--- src/rtl/vga_timing_core.sv ---
// VGA pixel-timing generator: beam position, sync pulses, active-video flag and
// frame bookkeeping, all registered and mutually aligned.
module vga_timing_core #(
    parameter int unsigned H_DISPLAY   = 640,
    parameter int unsigned H_FRONT     = 16,
    parameter int unsigned H_SYNC      = 96,
    parameter int unsigned H_BACK      = 48,
    parameter int unsigned V_DISPLAY   = 480,
    parameter int unsigned V_FRONT     = 10,
    parameter int unsigned V_SYNC      = 2,
    parameter int unsigned V_BACK      = 33,
    parameter logic        SYNC_ACTIVE = 1'b0
) (
    input  logic       clk,
    input  logic       rst_n,
    input  logic       en,
    output logic [9:0] hpos,
    output logic [9:0] vpos,
    output logic       hsync,
    output logic       vsync,
    output logic       display_on,
    output logic       line_start,
    output logic       frame_start,
    output logic [8:0] frame_no
);

    localparam int unsigned H_TOTAL = H_DISPLAY + H_FRONT + H_SYNC + H_BACK;
    localparam int unsigned V_TOTAL = V_DISPLAY + V_FRONT + V_SYNC + V_BACK;

    localparam logic [9:0] H_MAX        = 10'(H_TOTAL - 1);
    localparam logic [9:0] V_MAX        = 10'(V_TOTAL - 1);
    localparam logic [9:0] H_DISP       = 10'(H_DISPLAY);
    localparam logic [9:0] V_DISP       = 10'(V_DISPLAY);
    localparam logic [9:0] H_SYNC_FIRST = 10'(H_DISPLAY + H_FRONT);
    localparam logic [9:0] H_SYNC_LAST  = 10'(H_DISPLAY + H_FRONT + H_SYNC - 1);
    localparam logic [9:0] V_SYNC_FIRST = 10'(V_DISPLAY + V_FRONT);
    localparam logic [9:0] V_SYNC_LAST  = 10'(V_DISPLAY + V_FRONT + V_SYNC - 1);

    logic [9:0] hpos_q, hpos_d;
    logic [9:0] vpos_q, vpos_d;
    logic [8:0] frame_no_q, frame_no_d;
    logic       hsync_q, hsync_d;
    logic       vsync_q, vsync_d;
    logic       display_on_q, display_on_d;
    logic       line_start_q, line_start_d;
    logic       frame_start_q, frame_start_d;

    // Next position; flags are derived from the next position so they register with it.
    always_comb begin
        hpos_d        = hpos_q;
        vpos_d        = vpos_q;
        frame_no_d    = frame_no_q;
        line_start_d  = 1'b0;
        frame_start_d = 1'b0;

        if (en) begin
            if (hpos_q == H_MAX) begin
                hpos_d       = 10'd0;
                line_start_d = 1'b1;
                if (vpos_q == V_MAX) begin
                    vpos_d        = 10'd0;
                    frame_no_d    = frame_no_q + 9'd1;
                    frame_start_d = 1'b1;
                end else begin
                    vpos_d = vpos_q + 10'd1;
                end
            end else begin
                hpos_d = hpos_q + 10'd1;
            end
        end

        hsync_d      = ((hpos_d >= H_SYNC_FIRST) && (hpos_d <= H_SYNC_LAST)) ? SYNC_ACTIVE : ~SYNC_ACTIVE;
        vsync_d      = ((vpos_d >= V_SYNC_FIRST) && (vpos_d <= V_SYNC_LAST)) ? SYNC_ACTIVE : ~SYNC_ACTIVE;
        display_on_d = (hpos_d < H_DISP) && (vpos_d < V_DISP);
    end

    // Reset presents position (0,0) with no pulses pending.
    always_ff @(posedge clk or negedge rst_n) begin
        if (!rst_n) begin
            hpos_q        <= 10'd0;
            vpos_q        <= 10'd0;
            frame_no_q    <= 9'd0;
            hsync_q       <= ~SYNC_ACTIVE;
            vsync_q       <= ~SYNC_ACTIVE;
            display_on_q  <= 1'b1;
            line_start_q  <= 1'b0;
            frame_start_q <= 1'b0;
        end else begin
            hpos_q        <= hpos_d;
            vpos_q        <= vpos_d;
            frame_no_q    <= frame_no_d;
            hsync_q       <= hsync_d;
            vsync_q       <= vsync_d;
            display_on_q  <= display_on_d;
            line_start_q  <= line_start_d;
            frame_start_q <= frame_start_d;
        end
    end

    assign hpos        = hpos_q;
    assign vpos        = vpos_q;
    assign frame_no    = frame_no_q;
    assign hsync       = hsync_q;
    assign vsync       = vsync_q;
    assign display_on  = display_on_q;
    assign line_start  = line_start_q;
    assign frame_start = frame_start_q;

endmodule

--- config.mk ---
export PLATFORM = sky130hd
export DESIGN_NAME = vga_timing_core
export DESIGN_NICKNAME = d
export VERILOG_FILES = /design/src/rtl/vga_timing_core.sv
export SDC_FILE = /design/constraint.sdc
export NUM_CORES = 1
export LEC_CHECK = 0
export CORE_MARGIN = 8
export CORE_UTILIZATION = 30
export CTS_BUF_LIST = sky130_fd_sc_hd__clkbuf_2
export DETAILED_ROUTE_END_ITERATION = 7
export GPL_ROUTABILITY_DRIVEN = 0
export PLACE_DENSITY_LB_ADDON = 0.25
export RECOVER_POWER = 25
export SYNTH_ARGS = -nofsm -noshare
export SYNTH_HDL_FRONTEND = slang
export SYNTH_SLANG_ARGS = --single-unit
--- constraint.sdc ---
create_clock -name clk -period 2.7 [get_ports clk]
set_input_delay 0.54 -clock clk [delete_from_list [all_inputs] [get_ports clk]]
set_output_delay 0.54 -clock clk [all_outputs]
set_load 0.05 [all_outputs]
==> results by group <==
Place
  • Pre-CTS WS: 0.00744 ns
  • IO buf count: 36
  • DP HPWL: 3.05 mm

Clock network
  • H-tree Lvls: 2
  • Clk_lat worst skew: 0.38 ns
  • Sink Count: 34
  • Post-CTS setup buffers: 0
  • Cts hold-fix bufs: 0
  • CTS tree: yes
  • Root buffer cell: clkbuf_2
  • Post-CTS sizing: 0
  • Clk buf depth: 2
  • Num CTS Buffers: 5
  • CTS clock-pin slew for the worst setup and hold paths: around 0.17 ns

Critical path
  • CP Max Fanout: 10
  • Required time worst endpoint: 2.16 ns
  • Crit path DAT: 1.76 ns
  • Crit path max-delay family: buffers and inverters
  • CP Cell Sequence: clkdlybuf4s50_1
  • Kind of end point of the critical path: primary output
  • CP Launch Type: register
  • Critical Path Slowest Stage Cell: clkdlybuf4s50_1
  • Worst stage delay on the critical path: a little under 0.9 ns
  • WS Path Type: reg -> out
  • Worst Path Buf+Inv: 1

Finish
  • N_diodes: 0
  • Synth-to-Final Area Change: 28.7%
  • Fillers: 579
  • Nets@finish: 222
  • Share of layout cells above drive strength 1: approximately 15%

Yosys
  • Async set-reset flop share out of synthesis: 100%
  • Post-Syn Instances: roughly 170
  • Synth warn: 0
  • Synthesized cell area: between 1500 and 2000 um2
  • Mapped Nets: 176
  • Primary FF master, synth: dfrtp_1
  • Sequential fraction of the synthesis area: 47.7%
  • Number of synthesized flops with an enable pin: 0
  • Area leader, netlist: dfrtp_1
  • Mean Syn Cell Area: 10.6 um2
  • Netlist cell types: 50
  • Post-synth top area share: between 40 and 50%
  • Ranking of synthesized cells by area: dfrtp_1 (43%), xor2_1 (5.4%), dfstp_2 (4.4%)
  • #FFs+latches synth: 34

Pwr
  • Seq pwr share: 44.5%
  • Pleak: 0.00103 uW
  • Tot Pwr: around 1400 uW
  • Maximum vdd drop: 456 uV
  • Switching part of the total power: approximately two fifths
  • Switch Pwr: ~560 uW
  • P_int: 818 uW
  • Pwr/cell area: 599 nW/um2
  • Proportion of power drawn by combinational gates: 38.7%
  • Clock group share of total power: 16.8%

Drt
  • Final wirelength: 4.07 mm
  • Post-route ant nets: 0
  • Drt first pass iters: 4
  • Drt via density: 4.75
  • 1st-iter DRT viols: 112
  • DRC violations left: 0
  • Avg WL per Cell: roughly 14 um
  • Via Count: 1381

Flow run
  • Max-Cap Viols: 0

Floorplanning
  • Die height: around 93 um
  • Total die area: 8700 um2
  • # IOs: 37
  • Rows: 28
  • Initial Utilization: 30.6%
  • Core area: a little under 6000 um2
  • DIE WIDTH: 93.3 um

STA
  • Max-slew violation total from the final report: 0
  • RSZ-0062 raised after global routing: no
  • Worst Tran Pin Value: 0.515 ns
  • Setup TNS: 0 ns
  • Final hold slack: 0.482 ns
  • Final Cycle Share: a little under nine tenths
  • Final worst slack: 0.396 ns
  • FMAX: 0.434 GHz
  • Minimum clock period after layout: roughly 2.3 ns
  • Rel. slew slack: approximately 66%
  • Setup violators final: 0
  • Hold Vio Cnt, Final: 0
  • Clock Skews: around 0.026 ns

Global route
  • GRT Util Overall: 10.0%
  • Grt total ovfl: 0
  • Initial antenna violation count: 0
  • Global-route wire length before repair: 6.97 mm
  • Largest net degree at the start of global routing: 35
  • Vias in the first global route: 1392

Min path
  • Hold Crit Class: reg -> reg

Outcome
  • Status: finished, final reports clean
placed cells by master, fill, tap and decap left out, drive strengths merged, types with 2 or more instances in the layout:
cell type / instances
clkdlybuf4s50: 35
dfrtp: 31
nand2: 15
nor2: 13
buf: 12
xor2: 11
xnor2: 9
nand4: 8
nand3: 8
clkbuf: 6
inv: 6
o21ai: 5
ha: 4
nor3: 4
nand4b: 3
and3: 3
nor3b: 3
dfstp: 3
or4: 3
or3: 2
and2: 2
nand2b: 2
and4: 2
mux2i: 2
a21boi: 2
o22ai: 2
a21oi: 2
clkinv: 2
through the flow:
step	instances	area [um2]	util, %
after CTS	291	2300	39.4
final	291	2300	39.4
after global routing	291	2300	39.4
after floorplan	169	1790	-
after global placement	283	2270	38.7
after detailed placement	283	2270	38.7
registers in the layout, summed over array words and instances (netlist names):
signal / count
line_start: 1
frame_start: 1
display_on: 1
vsync: 1
hpos: 10
vpos: 10
hsync: 1
frame_no: 9
layer usage:
| layer | part of all wire [%] | GRT usage [%] | vias up |
|---|---|---|---|
| li1 | - | - | 689 |
| met1 | 48 | 13.1 | 658 |
| met2 | 43 | 14.9 | 29 |
| met3 | 6.8 | 3.77 | 5 |
| met4 | 1.3 | 3.22 | 0 |
| met5 | 0 | 0 | - |
path summary, 6_finish.rpt:
kind | start | to | slack (ns) | cells past startpoint
setup / recovery | vpos[2] | vpos[2] | 0.40 | 1
hold / removal | frame_no[8] | frame_no[8] | 0.48 | 1
setup reg to reg | hpos[0] | frame_no[1] | 0.44 | 6
hold reg to reg | frame_no[8] | frame_no[8] | 0.48 | 1
max in group asynchronous | rst_n | display_on | 1.75 | 2
min in group asynchronous | rst_n | hpos[2] | 0.62 | 2
cell type report:
| class | count | area, um2 | area share [%] |
|---|---|---|---|
| well taps | 75 | 93.8 | 4.07 |
| inverters | 6 | 27.5 | 1.19 |
| clock inverters | 2 | 8.76 | 0.380 |
| flip-flops and latches | 34 | 855 | 37.1 |
| multi-input cells | 120 | 840 | 36.4 |
| clock buffers | 6 | 30.0 | 1.30 |
| repair buffers | 48 | 450 | 19.5 |
power groups by stage:
| stage | clock [uW] | sequential, uW | combinational [uW] |
|---|---|---|---|
| finish | 232 | 615 | 534 |
| global route | 265 | 626 | 569 |
| CTS | 245 | 617 | 540 |
| detailed placement | 0 | 624 | 538 |
| global placement | 0 | 623 | 536 |
| floorplan | 0 | 791 | 190 |
cell families (layout without fill, tap and decap cells):
family,Yosys count,after routing,share of synthesized area (%)
xor gates and xnor gates,20,20,9.78
AOI/OAI and AO/OA,20,20,7.97
adders and majority gates,4,4,2.80
buffers and inverters,15,62,5.38
DFF,34,34,47.7
and+or+nand+nor,73,73,24.6
muxes,3,3,1.75
synthesized netlist by cell type, drive strengths merged (3+ instances only):
cell / count
dfrtp: 31
nand2: 15
nor2: 13
xor2: 11
xnor2: 9
nand3: 8
nand4: 8
buf: 6
inv: 6
o21ai: 5
ha: 4
nor3: 4
and3: 3
clkbuf: 3
dfstp: 3
nand4b: 3
nor3b: 3
or4: 3
(Power assumes the default switching activity.)
